### config.mk
export PLATFORM = sky130hd
export DESIGN_NAME = otp_ctrl_buf_fill
export DESIGN_NICKNAME = d
export VERILOG_FILES = /design/src/rtl/otp_ctrl_buf_fill.sv
export SDC_FILE = /design/constraint.sdc
export NUM_CORES = 1
export LEC_CHECK = 0
export CELL_PAD_IN_SITES_DETAIL_PLACEMENT = 2
export CELL_PAD_IN_SITES_GLOBAL_PLACEMENT = 2
export CORE_ASPECT_RATIO = 0.6
export CORE_UTILIZATION = 30
export CTS_CLUSTER_SIZE = 14
export DETAILED_ROUTE_END_ITERATION = 7
export DONT_BUFFER_PORTS = 1
export HOLD_SLACK_MARGIN = 0.02
export PLACE_DENSITY = 0.88
export SLEW_MARGIN = 20
export SYNTH_ARGS = -nofsm -noshare
export SYNTH_HDL_FRONTEND = slang
export SYNTH_SLANG_ARGS = --single-unit
### constraint.sdc
create_clock -name clk_i -period 2.07 [get_ports clk_i]
set_input_delay 0.3105 -clock clk_i [delete_from_list [all_inputs] [get_ports clk_i]]
set_output_delay 0.3105 -clock clk_i [all_outputs]
set_load 0.005 [all_outputs]
### src/rtl/otp_ctrl_buf_fill.sv
// Fill sequencer: streams Depth consecutive OTP words into the buffered-partition
// ECC register file, one outstanding read at a time, and reports done/error.
module otp_ctrl_buf_fill #(
    parameter int unsigned Width    = 64,
    parameter int unsigned Depth    = 128,
    parameter int unsigned OtpAw    = 11,
    parameter int unsigned BaseAddr = 0,
    localparam int unsigned Aw      = (Depth > 1) ? $clog2(Depth) : 1
) (
    input  logic             clk_i,
    input  logic             rst_ni,
    input  logic             start_i,
    output logic             busy_o,
    output logic             done_o,
    output logic             error_o,
    output logic             otp_req_o,
    input  logic             otp_gnt_i,
    output logic [OtpAw-1:0] otp_addr_o,
    input  logic             otp_rvalid_i,
    input  logic [Width-1:0] otp_rdata_i,
    input  logic             otp_err_i,
    output logic             wren_o,
    output logic [Aw-1:0]    waddr_o,
    output logic [Width-1:0] wdata_o
);

    if (Width != 64) begin : gen_width_chk
        $error("otp_ctrl_buf_fill: Width must be 64");
    end
    if (Depth < 1) begin : gen_depth_chk
        $error("otp_ctrl_buf_fill: Depth must be at least 1");
    end
    if ((64'(BaseAddr) + 64'(Depth)) > (64'd1 << OtpAw)) begin : gen_range_chk
        $error("otp_ctrl_buf_fill: BaseAddr + Depth exceeds the OTP address space");
    end

    typedef enum logic [2:0] {
        StIdle,
        StReq,
        StWait,
        StDone,
        StError
    } state_e;

    state_e            state_q, state_d;
    logic [Aw-1:0]     cnt_q, cnt_d;
    logic              cnt_last;
    logic              req_d, busy_d, done_d, error_d;
    logic [OtpAw-1:0]  addr_d;
    logic              wr_fire;

    assign cnt_last = (cnt_q == Aw'(Depth - 1));

    // Next-state logic; any response outside WAIT is a protocol violation.
    always_comb begin
        state_d = state_q;
        cnt_d   = cnt_q;
        case (state_q)
            StIdle, StDone: begin
                if (otp_rvalid_i) begin
                    state_d = StError;
                end else if (start_i) begin
                    cnt_d   = '0;
                    state_d = StReq;
                end
            end
            StReq: begin
                if (otp_rvalid_i) begin
                    state_d = StError;
                end else if (otp_gnt_i) begin
                    state_d = StWait;
                end
            end
            StWait: begin
                if (otp_rvalid_i) begin
                    if (otp_err_i) begin
                        state_d = StError;
                    end else if (cnt_last) begin
                        state_d = StDone;
                    end else begin
                        cnt_d   = cnt_q + Aw'(1);
                        state_d = StReq;
                    end
                end
            end
            StError: state_d = StError;
            default: state_d = StError;
        endcase
    end

    // Registered status/request outputs decoded from the next state.
    always_comb begin
        req_d   = (state_d == StReq);
        addr_d  = req_d ? (OtpAw'(BaseAddr) + OtpAw'(cnt_d)) : '0;
        busy_d  = req_d || (state_d == StWait);
        done_d  = (state_d == StDone);
        error_d = (state_d == StError);
    end

    always_ff @(posedge clk_i or negedge rst_ni) begin
        if (!rst_ni) begin
            state_q    <= StIdle;
            cnt_q      <= '0;
            otp_req_o  <= 1'b0;
            otp_addr_o <= '0;
            busy_o     <= 1'b0;
            done_o     <= 1'b0;
            error_o    <= 1'b0;
        end else begin
            state_q    <= state_d;
            cnt_q      <= cnt_d;
            otp_req_o  <= req_d;
            otp_addr_o <= addr_d;
            busy_o     <= busy_d;
            done_o     <= done_d;
            error_o    <= error_d;
        end
    end

    // Write port follows the response in the same cycle; zeroed when idle.
    assign wr_fire = (state_q == StWait) && otp_rvalid_i && !otp_err_i;
    assign wren_o  = wr_fire;
    assign waddr_o = wr_fire ? cnt_q : '0;
    assign wdata_o = wr_fire ? otp_rdata_i : '0;

endmodule

== Yosys cells after proc, flatten, opt, wreduce, memory -nomap -nowiden ==
Cells that the tools add are included.

* Register bits after elaboration: 21
* Logic and storage cells: 39

* Reduce and logical (&&, ||, !) cells: 6
* Muxes and demuxes: 17
* Add/subtract/negate cells: 1
* Equality and inequality tests: 8

{| class="wikitable"
|+ Operators by type and width
! cell !! number
|-
| 2-to-1 mux 64 bit || 1
|-
| 2-to-1 mux 7 bit || 7
|-
| 2-to-1 mux 3 bit || 6
|-
| case mux 7 bit (2 select lines) || 1
|-
| == test 3 x 2 -> 1 bit (second input constant) || 4
|-
| case mux 3 bit (3 select lines) || 1
|-
| adder 7 x 1 -> 7 bit (second input constant) || 1
|-
| == test 7 bit (second input constant) || 1
|-
| == test 3 x 1 -> 1 bit (second input constant) || 2
|-
| == test 3 bit (second input constant) || 1
|-
| logical NOT 3 bit || 1
|-
| logical AND 1 bit || 2
|-
| 2-to-1 mux 2 bit || 1
|-
| OR reduction 2 bit || 1
|-
| logical NOT 1 bit || 1
|-
| logical OR 1 bit || 1
|}

== Depth between registers and ports, before layout ==
* Depth in word-level cells: 7
* Mapped depth: 6
* Depth with buffers taken out: 5

== Worst setup path before layout ==
Ideal clock, no wire load.

* Kind: reg-to-reg
* Start: register cnt_q[0]
* End: register done_o
* Library setup time: 0.073 ns
* Slack: 0.406 ns
* Clock period less this slack: 1.664 ns
* Required time: 1.997 ns
* Stages on the path, launching flop included: 7
* Path buffers: 1
* Data arrival time: 1.591 ns
* Path through: dfrtp_1 ha_1 and4_1 nand4_1 a221oi_1 buf_2 nor2b_1

* Cells in the longest elaborated chain, start to end: 6

{| class="wikitable"
|+ RTL lines
! element !! line !! RTL
|-
| from (decl) || 46 || <nowiki>logic [Aw-1:0] cnt_q, cnt_d;</nowiki>
|-
| from (signal assigned) || 111 || <nowiki>cnt_q <= cnt_d;</nowiki>
|-
| == test 7 bit || 52 || <nowiki>assign cnt_last = (cnt_q == Aw'(Depth - 1));</nowiki>
|-
| 2-to-1 mux 2 bit || 78 || <nowiki>end else if (cnt_last) begin</nowiki>
|-
| 2-to-1 mux 3 bit || 76 || <nowiki>if (otp_err_i) begin</nowiki>
|-
| 2-to-1 mux 3 bit || 75 || <nowiki>if (otp_rvalid_i) begin</nowiki>
|-
| case mux 3 bit (3 select lines) || 58 || <nowiki>case (state_q)</nowiki>
|-
| net state_d[1] || 45 || <nowiki>state_e state_q, state_d;</nowiki>
|-
| == test 3 x 2 -> 1 bit || 96 || <nowiki>done_d = (state_d == StDone);</nowiki>
|-
| net done_d || 48 || <nowiki>logic req_d, busy_d, done_d, error_d;</nowiki>
|-
| to (signal assigned) || 115 || <nowiki>done_o <= done_d;</nowiki>
|-
| to (decl) || 14 || <nowiki>output logic done_o,</nowiki>
|}

The timed path passes the listed nets, and every way through them passes these cells.

== Final worst setup path ==
* Start: register state_q[2]
* End: output port wdata_o[2]

* Cells in the longest elaborated chain, start to end: 4

{| class="wikitable"
|+ RTL lines
! element !! line !! RTL
|-
| from (decl) || 45 ||
|-
| from (signal assigned) || 102 || <nowiki>state_q <= StIdle;</nowiki>
|-
| from (signal assigned) || 110 || <nowiki>state_q <= state_d;</nowiki>
|-
| == test 3 x 2 -> 1 bit || 121 || <nowiki>assign wr_fire = (state_q == StWait) && otp_rvalid_i && !otp_err_i;</nowiki>
|-
| logical AND 1 bit (2 in a row) || 121 ||
|-
| 2-to-1 mux 64 bit || 124 || <nowiki>assign wdata_o = wr_fire ? otp_rdata_i : '0;</nowiki>
|-
| to (decl) || 24 || <nowiki>output logic [Width-1:0] wdata_o</nowiki>
|}

No other way between the ends.

==> impl_metrics.json <==
{
  "clk_latency_ps": 270,
  "io_pins": 157,
  "clkSinkCount": 21,
  "clock.fmax_mhz": 511,
  "areaGrowthSynthToFinish_pct": 8.63,
  "crit_arrival_ps": 1650,
  "p_per_area_mw_per_mm2": 422,
  "maxCapViolations": 0,
  "die_y_um": 58.7,
  "total_power_uw": 737,
  "synth_area_mm2": 0.00161,
  "cts_buffers": 3,
  "gp_congestion": 0.900,
  "relSlewSlack_pct": 60.9,
  "worst_setup_path_end_kind": "primary output",
  "nets": 260,
  "die_x_um": 96.5,
  "cts_tree": "built",
  "peakVddDrop_uv": 173,
  "crit_required_ps": 1760,
  "avgSynthCellArea_um2": 8.25,
  "min_period_ps": 1960,
  "synth_cell_types": 48,
  "clkSlewWorstSetupHoldPaths_ps": 80,
  "initial_core_util_pct": 31.5,
  "crit_fanout": 50,
  "drc_errors": 0,
  "avgRoutedWirePerCell_um": 24.2,
  "grt_pass1_vias": 1461,
  "synth-seq-cells": 21,
  "tightest_slew_ps": 580,
  "cpPeakStageDelay_ps": 460,
  "finalHoldViolCount": 21,
  "skew_ps": 1.38,
  "drive_gt1_share_pct": 13.3,
  "violations": "hold timing",
  "finalCritPeriodShare_pct": 94.5,
  "synth_ff_type": "dfrtp_1",
  "cpMaxStageDelayCell": "dfrtp_1",
  "grt_pass1_wl_mm": 8.89,
  "wl_met3_um": 462,
  "crit_chain": "nor3b_4, buf_8, and3_1",
  "ys_seq_area_share_pct": 32.7,
  "crit_family": "simple AND/OR/NAND/NOR gates",
  "vias": 1509,
  "core_region_area_mm2": 0.00510,
  "grt.total_usage_pct": 21.4,
  "cp_num_buf_inv": 1,
  "synth_edf_count": 0,
  "drt_wl_total_mm": 6.15,
  "grt_max_degree": 51,
  "avgViaCountPerCell": 5.94,
  "wl_met2_mm": 2.58,
  "rows": 20,
  "startpoint_type": "flop",
  "diodes": 0,
  "finalHoldWorstSlack_ps": -12.3,
  "port_buffers": 0,
  "drt-initial-drc-count": 68,
  "slew_viol_final": 0,
  "finalSetupViolCount": 0,
  "wl_met1_mm": 3.09,
  "rsz0062_at_grt": "false",
  "leakage_uw": 0.000960,
  "yosys_warnings": 0,
  "antenna_found_initial": 1,
  "hpwl_mm": 4.86,
  "htreeDepth": 1,
  "status": "finished with violations",
  "top_layer_used": "met4",
  "critical_path_class": "flop to primary output",
  "first_pass_iters": 4,
  "drtAntennaViolNets": 0,
  "root_buffer": "clkbuf_8",
  "ys_async_sr_fraction_pct": 100,
  "overflow": 0,
  "clockBufferDepth": 2,
  "hold_class": "primary input to asynchronous set/reset pin",
  "die_area_mm2": 0.00567,
  "synthCells": 195
}
through the flow:
stage          instances  utilization, %  setup WS (ps)  cell area [um2]  setup TNS (ps)
3_3_place_gp         249            32.6           11.1             1660               0
5_1_grt              254            34.2           29.2             1750               0
3_5_place_dp         249            32.6          -59.4             1660           -59.4
4_1_cts              254            34.0           35.1             1740               0
6_report             254            34.2            114             1750               0
2_1_floorplan        198               -            406             1620               0
cell families (layout without fill, tap and decap cells):
group / Yosys count / in the layout / share of synthesized area (%)
xor+xnor: 3 / 3 / 1.63
other cells: 1 / 4 / 0.233
compound gates: 22 / 22 / 10.8
mux: 1 / 1 / 0.622
buf+inv: 29 / 19 / 8.24
simple gates: 116 / 116 / 44.4
fa+ha+maj: 2 / 2 / 1.40
flops: 21 / 21 / 32.7
synth_stat cells (all sizes together) (3+ instances only):
master  count  area [um2]
buf         9        57.6
and3       70         438
nand3       4        25.0
nor2       12        45.0
clkbuf     15        56.3
inv         5        18.8
nor2b       4        25.0
dfrtp      21         526
nand2b      3        18.8
a211oi      3        27.5
nand2       5        18.8
nor4        3        18.8
layout by cell type, fill, tap and decap left out, types with 3 or more instances in the layout:
cell type	netlist	final
buf_4	5	7
clkbuf_8	0	3
dfrtp_1	21	20
nand3_1	3	3
nand2b_1	3	3
and3_1	70	70
nand2_1	5	5
conb_1	1	4
nor2_1	12	10
nor2b_1	4	3
nor4_1	3	3
inv_1	5	5
layout make-up:
type / count / area, um2
clock inverters: 1 / 5.00
inverters: 5 / 18.8
multi-input cells: 148 / 990
flip-flops and latches: 21 / 527
clock buffers: 3 / 41.3
repair buffers: 10 / 83.8
fillers: 587 / 3360
well taps: 66 / 82.6
sequential cells by signal, indices dropped and copies added, names as in the netlist:
| signal | count |
|---|---|
| done_o | 1 |
| state_q | 3 |
| busy_o | 1 |
| otp_req_o | 1 |
| error_o | 1 |
| cnt_q | 7 |
| otp_addr_o | 7 |
metal layers:
metal,track usage (%),vias to the layer above
met4,2.52,0
met3,5.17,3
met1,32.4,747
met2,31.5,68
met5,0,-
li1,-,691
worst paths after layout:
kind                                      start              endpoint  slack [ps]  cells after the start
hold / removal                           rst_ni   otp_req_o$_DFF_PN0_         -10                      1
max in group asynchronous                rst_ni  state_q[1]$_DFF_PN0_        1720                      1
setup / recovery           state_q[2]$_DFF_PN0_            wdata_o[2]         110                      3
min in group clk_i                    otp_err_i  state_q[2]$_DFF_PN0_         200                      2
hold reg to reg              cnt_q[6]$_DFF_PN0_    cnt_q[6]$_DFF_PN0_         650                      2
setup reg to reg             cnt_q[0]$_DFF_PN0_      done_o$_DFF_PN0_         120                      6
what timing repair did:
| item | in CTS | in global routing |
|---|---|---|
| hold endpoints to repair | 21 | 0 |
| pin swaps | 0 | 1 |
| hold buffers | 1 | 0 |
| setup endpoints to repair | 12 | 34 |
| setup buffers | 0 | 0 |
| resized for setup | 4 | 6 |
where the power goes:
group	switching, uW	internal [uW]
sequential	1.85	411
clock	148	135
combinational	31.0	10.8
No activity file was read; power rests on OpenSTA's default activity.
